## config.mk

```make
export PLATFORM = sky130hd
export DESIGN_NAME = spi_word_fifo
export DESIGN_NICKNAME = d
export VERILOG_FILES = /design/src/rtl/spi_word_fifo_pkg.sv /design/src/rtl/word_fifo_mem.sv /design/src/rtl/spi_word_fifo.sv
export SDC_FILE = /design/constraint.sdc
export NUM_CORES = 1
export LEC_CHECK = 0
export CORE_ASPECT_RATIO = 0.6
export CORE_UTILIZATION = 41
export CTS_BUF_LIST = sky130_fd_sc_hd__clkbuf_4
export CTS_CLUSTER_DIAMETER = 80
export DETAILED_ROUTE_END_ITERATION = 16
export DONT_BUFFER_PORTS = 1
export PLACE_DENSITY_LB_ADDON = 0.1
export SLEW_MARGIN = 10
export SYNTH_ARGS = -nofsm -noshare
export SYNTH_HDL_FRONTEND = slang
export SYNTH_SLANG_ARGS = --single-unit
```

## constraint.sdc

```tcl
create_clock -name clk -period 2.6 [get_ports clk]
set_input_delay 0.39 -clock clk [delete_from_list [all_inputs] [get_ports clk]]
set_output_delay 0.39 -clock clk [all_outputs]
set_load 0.005 [all_outputs]
```

## src/rtl/spi_word_fifo_pkg.sv

```systemverilog
// Shared types and constants for the SPI prefetch word FIFO.
package spi_word_fifo_pkg;

    // Control state of the prefetch engine
    typedef enum logic {
        ST_IDLE   = 1'b0,
        ST_STREAM = 1'b1
    } fifo_state_e;

    // Request guard: a word may only be captured two cycles after its request pulse
    localparam int unsigned GUARD_W = 2;
    localparam logic [GUARD_W-1:0] GUARD_EXPIRED = 2'd2;

    // True once the guard window after a request has elapsed
    function automatic logic guard_done(input logic [GUARD_W-1:0] guard);
        return guard >= GUARD_EXPIRED;
    endfunction

endpackage

```

## src/rtl/word_fifo_mem.sv

```systemverilog
// Word storage for the prefetch FIFO: synchronous write, asynchronous read.
// Kept separate so the register array can be swapped for a block-RAM variant.
module word_fifo_mem #(
    parameter int unsigned W      = 16,
    parameter int unsigned ADDR_W = 2
) (
    input  logic              clk,
    input  logic              rstn,
    input  logic              we,
    input  logic [ADDR_W-1:0] waddr,
    input  logic [W-1:0]      wdata,
    input  logic [ADDR_W-1:0] raddr,
    output logic [W-1:0]      rdata
);

    localparam int unsigned DEPTH = 1 << ADDR_W;

    logic [W-1:0] mem_q [DEPTH];

    // Register array, cleared on reset
    always_ff @(posedge clk or negedge rstn) begin
        if (!rstn) begin
            for (int unsigned i = 0; i < DEPTH; i++) begin
                mem_q[i] <= '0;
            end
        end else if (we) begin
            mem_q[waddr] <= wdata;
        end
    end

    assign rdata = mem_q[raddr];

endmodule

```

## src/rtl/spi_word_fifo.sv

```systemverilog
// Prefetch FIFO between the SPI flash controller and the RLE video decoder.
// Issues start/continue/stop commands, keeps up to 2^DEPTH_LOG2 words queued
// and offers a valid/pop interface to the consumer.
module spi_word_fifo
    import spi_word_fifo_pkg::*;
#(
    parameter int unsigned DATA_WIDTH_BYTES = 2,
    parameter int unsigned DEPTH_LOG2       = 2
) (
    input  logic                          clk,
    input  logic                          rstn,
    input  logic                          read_next,
    input  logic                          stop_read,
    output logic                          data_ready,
    output logic [8*DATA_WIDTH_BYTES-1:0] data_out,
    output logic                          underflow,
    output logic                          spi_start_read,
    output logic                          spi_continue_read,
    output logic                          spi_stop_read,
    input  logic [8*DATA_WIDTH_BYTES-1:0] spi_data_in,
    input  logic                          spi_busy
);

    localparam int unsigned W     = 8 * DATA_WIDTH_BYTES;
    localparam int unsigned DEPTH = 1 << DEPTH_LOG2;
    localparam int unsigned PW    = DEPTH_LOG2;
    localparam int unsigned CW    = DEPTH_LOG2 + 1;

    fifo_state_e        state_q, state_d;
    logic [PW-1:0]      rd_ptr_q, rd_ptr_d;
    logic [PW-1:0]      wr_ptr_q, wr_ptr_d;
    logic [CW-1:0]      count_q, count_d;
    logic               pending_q, pending_d;
    logic [GUARD_W-1:0] guard_q, guard_d;

    logic               underflow_d;
    logic               data_ready_d;
    logic               start_d, cont_d, stop_d;
    logic [W-1:0]       data_out_d;

    logic               push_c;
    logic               pop_c;
    logic [W-1:0]       rd_data;

    // Next-state logic: commands, capture, pop, refill and flush
    always_comb begin
        state_d     = state_q;
        rd_ptr_d    = rd_ptr_q;
        wr_ptr_d    = wr_ptr_q;
        count_d     = count_q;
        pending_d   = pending_q;
        guard_d     = guard_q;
        underflow_d = underflow;
        start_d     = 1'b0;
        cont_d      = 1'b0;
        stop_d      = 1'b0;
        push_c      = 1'b0;
        pop_c       = 1'b0;

        if (!guard_done(guard_q)) begin
            guard_d = guard_q + GUARD_W'(1);
        end

        if (stop_read) begin
            // Flush everything; any word still in flight is ignored
            stop_d    = 1'b1;
            state_d   = ST_IDLE;
            rd_ptr_d  = '0;
            wr_ptr_d  = '0;
            count_d   = '0;
            pending_d = 1'b0;
            guard_d   = '0;
        end else begin
            case (state_q)
                ST_IDLE: begin
                    if (read_next) begin
                        start_d   = 1'b1;
                        pending_d = 1'b1;
                        guard_d   = '0;
                        state_d   = ST_STREAM;
                    end
                end
                ST_STREAM: begin
                    push_c = pending_q && guard_done(guard_q) && !spi_busy;
                    pop_c  = read_next && (count_q != '0);
                    if (read_next && (count_q == '0)) begin
                        underflow_d = 1'b1;
                    end
                    if (push_c) begin
                        wr_ptr_d  = wr_ptr_q + PW'(1);
                        pending_d = 1'b0;
                    end
                    if (pop_c) begin
                        rd_ptr_d = rd_ptr_q + PW'(1);
                    end
                    count_d = count_q + CW'(push_c) - CW'(pop_c);
                    // One request outstanding at most; never ask when full
                    if (!pending_q && !spi_start_read && !spi_continue_read &&
                        (count_d < CW'(DEPTH))) begin
                        cont_d    = 1'b1;
                        pending_d = 1'b1;
                        guard_d   = '0;
                    end
                end
                default: state_d = ST_IDLE;
            endcase
        end

        data_ready_d = (state_d == ST_STREAM) && (count_d != '0);
    end

    // Next head word, forwarding a capture that lands on an empty slot at the head
    always_comb begin
        data_out_d = rd_data;
        if (push_c && (wr_ptr_q == rd_ptr_d)) begin
            data_out_d = spi_data_in;
        end
    end

    // State and registered outputs
    always_ff @(posedge clk or negedge rstn) begin
        if (!rstn) begin
            state_q           <= ST_IDLE;
            rd_ptr_q          <= '0;
            wr_ptr_q          <= '0;
            count_q           <= '0;
            pending_q         <= 1'b0;
            guard_q           <= '0;
            underflow         <= 1'b0;
            data_ready        <= 1'b0;
            data_out          <= '0;
            spi_start_read    <= 1'b0;
            spi_continue_read <= 1'b0;
            spi_stop_read     <= 1'b0;
        end else begin
            state_q           <= state_d;
            rd_ptr_q          <= rd_ptr_d;
            wr_ptr_q          <= wr_ptr_d;
            count_q           <= count_d;
            pending_q         <= pending_d;
            guard_q           <= guard_d;
            underflow         <= underflow_d;
            data_ready        <= data_ready_d;
            data_out          <= data_out_d;
            spi_start_read    <= start_d;
            spi_continue_read <= cont_d;
            spi_stop_read     <= stop_d;
        end
    end

    // Word storage, read at the next head position
    word_fifo_mem #(
        .W      (W),
        .ADDR_W (PW)
    ) u_mem (
        .clk   (clk),
        .rstn  (rstn),
        .we    (push_c),
        .waddr (wr_ptr_q),
        .wdata (spi_data_in),
        .raddr (rd_ptr_d),
        .rdata (rd_data)
    );

endmodule

```

; ---- Word-level counts from Yosys, hierarchy flattened
; Index checks and enable logic that the tools add are counted.
[totals]
reg_bits = 96
in_bits = 21
[op_classes]
muxes = 36
reduce_logical = 22
addsub = 5
n_eq_ne = 3
n_bitwise = 4
n_lt_le_gt_ge = 5
[ops]
columns = operator, n
row1 = $bwmux 64, 1
row2 = $mux 16, 4
row3 = $bmux 16 s2, 1
row4 = $demux 16 s2, 1
row5 = $mux 2, 10
row6 = $mux 1, 15
row7 = $logic_and 1x1->1, 10
row8 = $add 2x1->2 const B, 3
row9 = $ge 3x3->1 const B, 2
row10 = $mux 3, 2
row11 = $not 2->3, 2
row12 = $reduce_bool 3->1, 2
row13 = $logic_not 1->1, 4
row14 = $ne 4x2->1 const B, 1
row15 = $pmux 2 s2, 1
row16 = $reduce_and 2->1, 2
row17 = $reduce_bool 2->1, 2
row18 = $add 3x1->3, 1
row19 = $logic_not 3->1, 1
row20 = $lt 3x1->1 const B, 1
row21 = $lt 3x3->1 const B, 1
row22 = $ne 3x3->1 const B, 1
row23 = $reduce_and 3->1, 1
row24 = $sub 3x1->3, 1
row25 = 4 further kinds, 5

; ---- Logic depth before layout (Yosys ltp)
[logic_depth]
word_depth = 10
ltp_mapped = 12
depth_no_buf = 12

; ---- Modules after synthesis
; Synthesis repeated with hierarchy kept, for this count alone.
[unflattened]
hier_cells = 271
hier_area_um2 = 4287.9
[modules_own_cells]
columns = mod, area_each_um2, n_inst, cells_each
row1 = word_fifo_mem, 2792.7, 1, 156
row2 = spi_word_fifo, 1495.2, 1, 115

; ---- Least setup slack after synthesis
; No wires, ideal clock.
[synth_timing]
path_kind = reg-to-reg
start = register count_q[1]
end = register guard_q[0]
n_path_buf = 0
setup_slack_ns = -0.071
arrival_ns = 2.547
stages_incl_launch_ff = 11
cell_sequence = dfrtp_1 > or3_1 > nand3_1 > nand2_1 > ha_1 > fa_1 > xor2_1 > xnor2_1 > or4_1 > o21ai_0 > nor2_1
[synth_via]
elab_chain_cells = 8
word_cells_on_any_way = 9
classes_between = add/sub (2) / order compare (1) / mux (3) / reduce/logical (3)
[synth_lines]
columns = element, line
row1 = "start, declared", spi_word_fifo.sv:32  ; logic [CW-1:0] count_q, count_d;
row2 = "start signal, assigned", spi_word_fifo.sv:139  ; count_q <= count_d;
row3 = "parallel branches: the longest is 2 deep, another holds $add 3x1->3", n/a
row4 = $sub 3x1->3 (*), spi_word_fifo.sv:96  ; count_d = count_q + CW'(push_c) - CW'(pop_c);
row5 = $lt 3x3->1 (*), spi_word_fifo.sv:99  ; (count_d < CW'(DEPTH))) begin
row6 = $logic_and 1x1->1 (*), spi_word_fifo.sv:98  ; if (!pending_q && !spi_start_read && !spi_continue_read &&
row7 = $mux 2 (*), spi_word_fifo.sv:98
row8 = $pmux 2 s2 (*), spi_word_fifo.sv:74  ; case (state_q)
row9 = $mux 2 (*), spi_word_fifo.sv:64  ; if (stop_read) begin
row10 = net guard_d[0], spi_word_fifo.sv:34  ; logic [GUARD_W-1:0] guard_q, guard_d;
row11 = "end signal, assigned", spi_word_fifo.sv:141  ; guard_q <= guard_d;
row12 = "end, declared", spi_word_fifo.sv:34
; Mark *: on every way through the listed nets, which the timed path passes.
; A chain may end at the register's enable or synchronous reset.

; ---- Worst setup path after layout
[layout_timing]
start = register guard_q[1]
end = register pending_q
[layout_via]
elab_chain_cells = 10
word_cells_on_any_way = 12
classes_between = add/sub (2) / order compare (2) / eq/ne (1) / mux (3) / reduce/logical (4)
[layout_lines]
columns = element, line
row1 = $ge 2x2->1 (*), spi_word_fifo_pkg.sv:16  ; return guard >= GUARD_EXPIRED;
row2 = $logic_and 1x1->1 (*) (2 in series), spi_word_fifo.sv:84  ; push_c = pending_q && guard_done(guard_q) && !spi_busy;
row3 = $add 3x1->3, spi_word_fifo.sv:96
row4 = $sub 3x1->3, spi_word_fifo.sv:96
row5 = $lt 3x3->1, spi_word_fifo.sv:99
row6 = $logic_and 1x1->1, spi_word_fifo.sv:98
row7 = $mux 1, spi_word_fifo.sv:98
row8 = $pmux 1 s2, spi_word_fifo.sv:74
row9 = $mux 1, spi_word_fifo.sv:64
row10 = "end signal, assigned", spi_word_fifo.sv:140  ; pending_q <= pending_d;
row11 = "end, declared", spi_word_fifo.sv:33  ; logic pending_q, pending_d;
; Mark *: on every way between the ends. The rest lies on a longest branch, timed or not.

==> impl.org <==
** Status
- The run finished, with violations left.
- The checks that failed: setup timing.

** Synth
- Most used flip-flop cell after synthesis :: dfrtp_1
- In this run the mean area of a mapped cell was 11.48 µm².
- Fraction of synthesis flops using an asynchronous set or reset pin :: 100.0%
- Post-synthesis sequential area ratio :: 49.14%
- Number of instances in the synthesized netlist :: about 430
- Number of synthesized register bits :: 96
- Syn Nets :: 455
- The synthesized design devotes to its leading area cell type 49.14% of total area.
- Syn Std Cell Area :: 4888 µm²
- Biggest area contributors in the synthesized netlist :: dfrtp_1, mux2_2, mux2i_1
- Counting flops with a built-in enable in the synthesized netlist gives 0.
- Dominant cell type by area after synthesis :: dfrtp_1
- The Yosys step of the flow raised 0 warnings.
- Cell variety after synth :: 43

** Clocking
- CTS Root Buffer Type :: clkbuf_4
- Clock slew at the register clock pins of the worst setup and hold paths :: 160 ps
- Number of sinks on the clock net :: 96
- Total CTS buffers :: 9
- The H-tree was split into 3 levels.
- Counting along the longest clock path gives a buffer depth of 2.
- Clock tree from TritonCTS :: yes
- Clock latency at the later pin of the worst-skew pair :: 460 ps

** Timing
- Worst-case clock skew :: 21.35 ps
- In the post-route analysis, the smallest setup slack over all paths is -10.95 ps.
- Crit share post-route :: 100.4%
- Final period demand of the worst path :: roughly 2600 ps
- Slew headroom :: between 40% and 50%
- The final count of pins violating max slew is 0.
- Setup-failing EPs final :: 1
- Maximum operating frequency :: 0.3830 GHz
- At the pin with the least slew margin, the transition time is 817.6 ps.
- Hold Vio Cnt, Final :: 0
- Setup repair after global routing could not meet its margin everywhere.

** Setup path
- Data on the critical path is required at its endpoint by 2980 ps.
- STA puts the critical path data arrival time at 2990 ps.
- STA classifies the critical path endpoint as a register.
- The worst setup path is launched from a register.
- Of all nets on the critical path, the largest fanout is 3.
- Across all register-to-register paths, the minimum setup slack is -10 ps.
- The setup path with the least slack is of type register to register.

** Hold path
- The min-delay analysis places its worst path in the category primary input to register.

** Layout
- The repair_antennas step left the layout with diodes totalling 0.
- Summing all flip-flop and latch instances after layout gives 2402 µm².
- Post-route insts no fill :: 608
- Total Nets Final :: between 400 and 500
- Layout cell share with drive strength beyond 1 :: ~32%
- Area of the multi-input gates :: 2346 µm²
- From synthesis to final layout, the design area changed by 11.39%.
- Counting the fill cells in the layout gives 1088.

** GRT
- The number of antenna violations at the first check in global routing came to 0.
- Global routing finished with a remaining overflow of 0.
- The via count of the first global-routing pass was ~3400.
- Maximum number of pins on one net before global-route repair :: 97
- The first global-routing pass estimated 19000 µm of wire.
- For this run, the total global-route usage over all layers was measured as between 20% and 30%.

** Routing
- Wire length reported by the detailed router :: 11650 µm
- Routed via count divided by cell count :: around 5.5
- Post-detailed-route wirelength per cell :: 19.16 µm
- For this block, the initial DRC count from the detailed router was about 140.
- Number of remaining DRC errors :: 0
- Number of routed nets with antenna violations :: 0
- Overall via count from detail_route :: roughly 3400
- The first detailed-routing pass took 4 iterations.

** Power and ir drop
- For this design the static power due to leakage is between 2 and 2.5 nW.
- Dividing total power by cell area gives a power density of 521.8 nW/µm².
- Peak supply drop :: 0.2727 mV

** Floorplanning
- The floorplan step set the die width to 143.0 µm.
- After floorplanning, the core was divided into 30 placement rows.
- In this run the standard cell core region covers around 11000 µm².
- The floorplan step set the die height to 86.58 µm.
- The initial utilization of the core area, before any placement, comes to about 43%.
- Die Area :: 12380 µm²
- For this design the top-level I/O count stands at 42.

** Flow run
- The tool flagged a number of max-cap violations equal to 0.

** Place
- The count of buffers added on input and output ports is 0.
- Prior to clock tree synthesis, the placed netlist has a worst setup slack of -74.69 ps.
- Routability-driven placement finished with a final weighted congestion of 0.7627.
- Cells after DPL :: roughly 590
- Detail Placement HPWL :: 7294 µm
[synth_stat cells (3+ instances only)]
cell type,instances
inv_1,9
nand3_1,18
o32a_1,15
nand2b_1,4
a21oi_1,19
o22ai_1,16
clkbuf_1,11
nor2_1,45
mux2_4,10
mux2_2,69
dfrtp_1,96
nand2_1,22
buf_2,11
ha_1,7
buf_6,3
nor3_1,17
mux2i_1,19
buf_1,4
xnor2_1,4
[power breakdown]
| part | total, W | switching [W] | internal, W | leakage (nW) |
|---|---|---|---|---|
| combinational | 0.000365 | 0.000174 | 0.000191 | 1.09 |
| clock | 0.000845 | 0.000540 | 0.000305 | 0.0784 |
| sequential | 0.00163 | 0.0000546 | 0.00158 | 1.32 |
| total | 0.00284 | 0.000769 | 0.00207 | 2.49 |
[final timing paths]
check	startpoint	endpoint	cells past startpoint
setup / recovery	guard_q[1]	pending_q	10
min in group asynchronous	rstn	guard_q[0]	2
setup reg to reg	guard_q[1]	pending_q	10
hold / removal	read_next	spi_start_read	2
max in group asynchronous	rstn	u_mem.mem_q[17]	2
hold reg to reg	underflow	underflow	2
[kinds of logic (layout without fill, tap and decap cells)]
| logic type | count (synthesis) | after routing | share of synthesized area, % |
|---|---|---|---|
| AND/OR/NAND/NOR | 115 | 115 | 10.52 |
| buffers and inverters | 39 | 61 | 3.813 |
| XOR/XNOR | 7 | 7 | 1.792 |
| AO/OA/AOI/OAI | 63 | 63 | 9.675 |
| adder cells (fa/ha/maj) | 8 | 8 | 2.201 |
| multiplexers | 98 | 98 | 22.86 |
| flip-flops | 96 | 96 | 49.14 |
[metal layers]
| layer | vias up | track usage (%) | part of all wire (%) |
|---|---|---|---|
| met4 | 0 | 5.865 | 1.5 |
| met5 | - | 0 | 0 |
| li1 | 1578 | - | - |
| met2 | 73 | 31.49 | 44 |
| met3 | 16 | 5.193 | 5.8 |
| met1 | 1689 | 29.36 | 49 |
[stage by stage]
step | power [W] | cell area (µm²) | utilization, % | hold WS (ps) | TNS, ps
2_1_floorplan | 0.001913 | 4901 | - | 94.41 | 0
3_3_place_gp | 0.001966 | 5179 | 45.24 | 96.71 | -55.50
3_5_place_dp | 0.001975 | 5179 | 45.24 | 96.78 | -207.3
4_1_cts | 0.002887 | 5438 | 47.50 | 27.44 | -26.80
5_1_grt | 0.003006 | 5445 | 47.56 | 8.837 | -293.9
6_report | 0.002841 | 5445 | 47.56 | 47.96 | -10.95
[flip-flops by register name, summed over array words and instances, names as in the netlist, 2 cells and up]
name and count:
count_q 3, data_out 16, u_mem.mem_q 64, guard_q 2
rd_ptr_q 2, wr_ptr_q 2
[critical path, stage by stage, from the launching register on]
cell and delay (ps):
dfrtp_1 420, ha_1 180, o211ai_1 240, a21o_1 130, nand2_2 60, ha_2 170, fa_2 350, xor2_2 160
xnor2_1 130, or4_4 440, a311oi_2 260
[layout by cell type, fill, tap and decap left out, drive strengths merged, types with 7 or more instances in the layout]
cell type	count
mux2i	19
nor3	17
ha	7
nor2	46
buf	31
mux2	79
a21oi	19
inv	11
o32a	15
dfrtp	96
nand3	18
clkbuf	9
o22ai	16
nand2	23
[layout make-up]
type / instances / area share, %
tap: 160 / 3.676
clock buffer: 9 / 1.241
timing repair buffer: 36 / 5.790
sequential: 96 / 44.12
multi-input combinational: 291 / 43.08
clock inverter: 7 / 1.471
inverter: 9 / 0.6204
[what timing repair did]
action / CTS / global route
hold buffers: 6 / 0
cloned: 0 / 0
setup endpoints to repair: 3 / 4
pin swaps: 1 / 1
hold endpoints to repair: 107 / 0
gates resized for setup: 8 / 0
setup buffers: 0 / 1
Power figures use the tool's default switching activity.
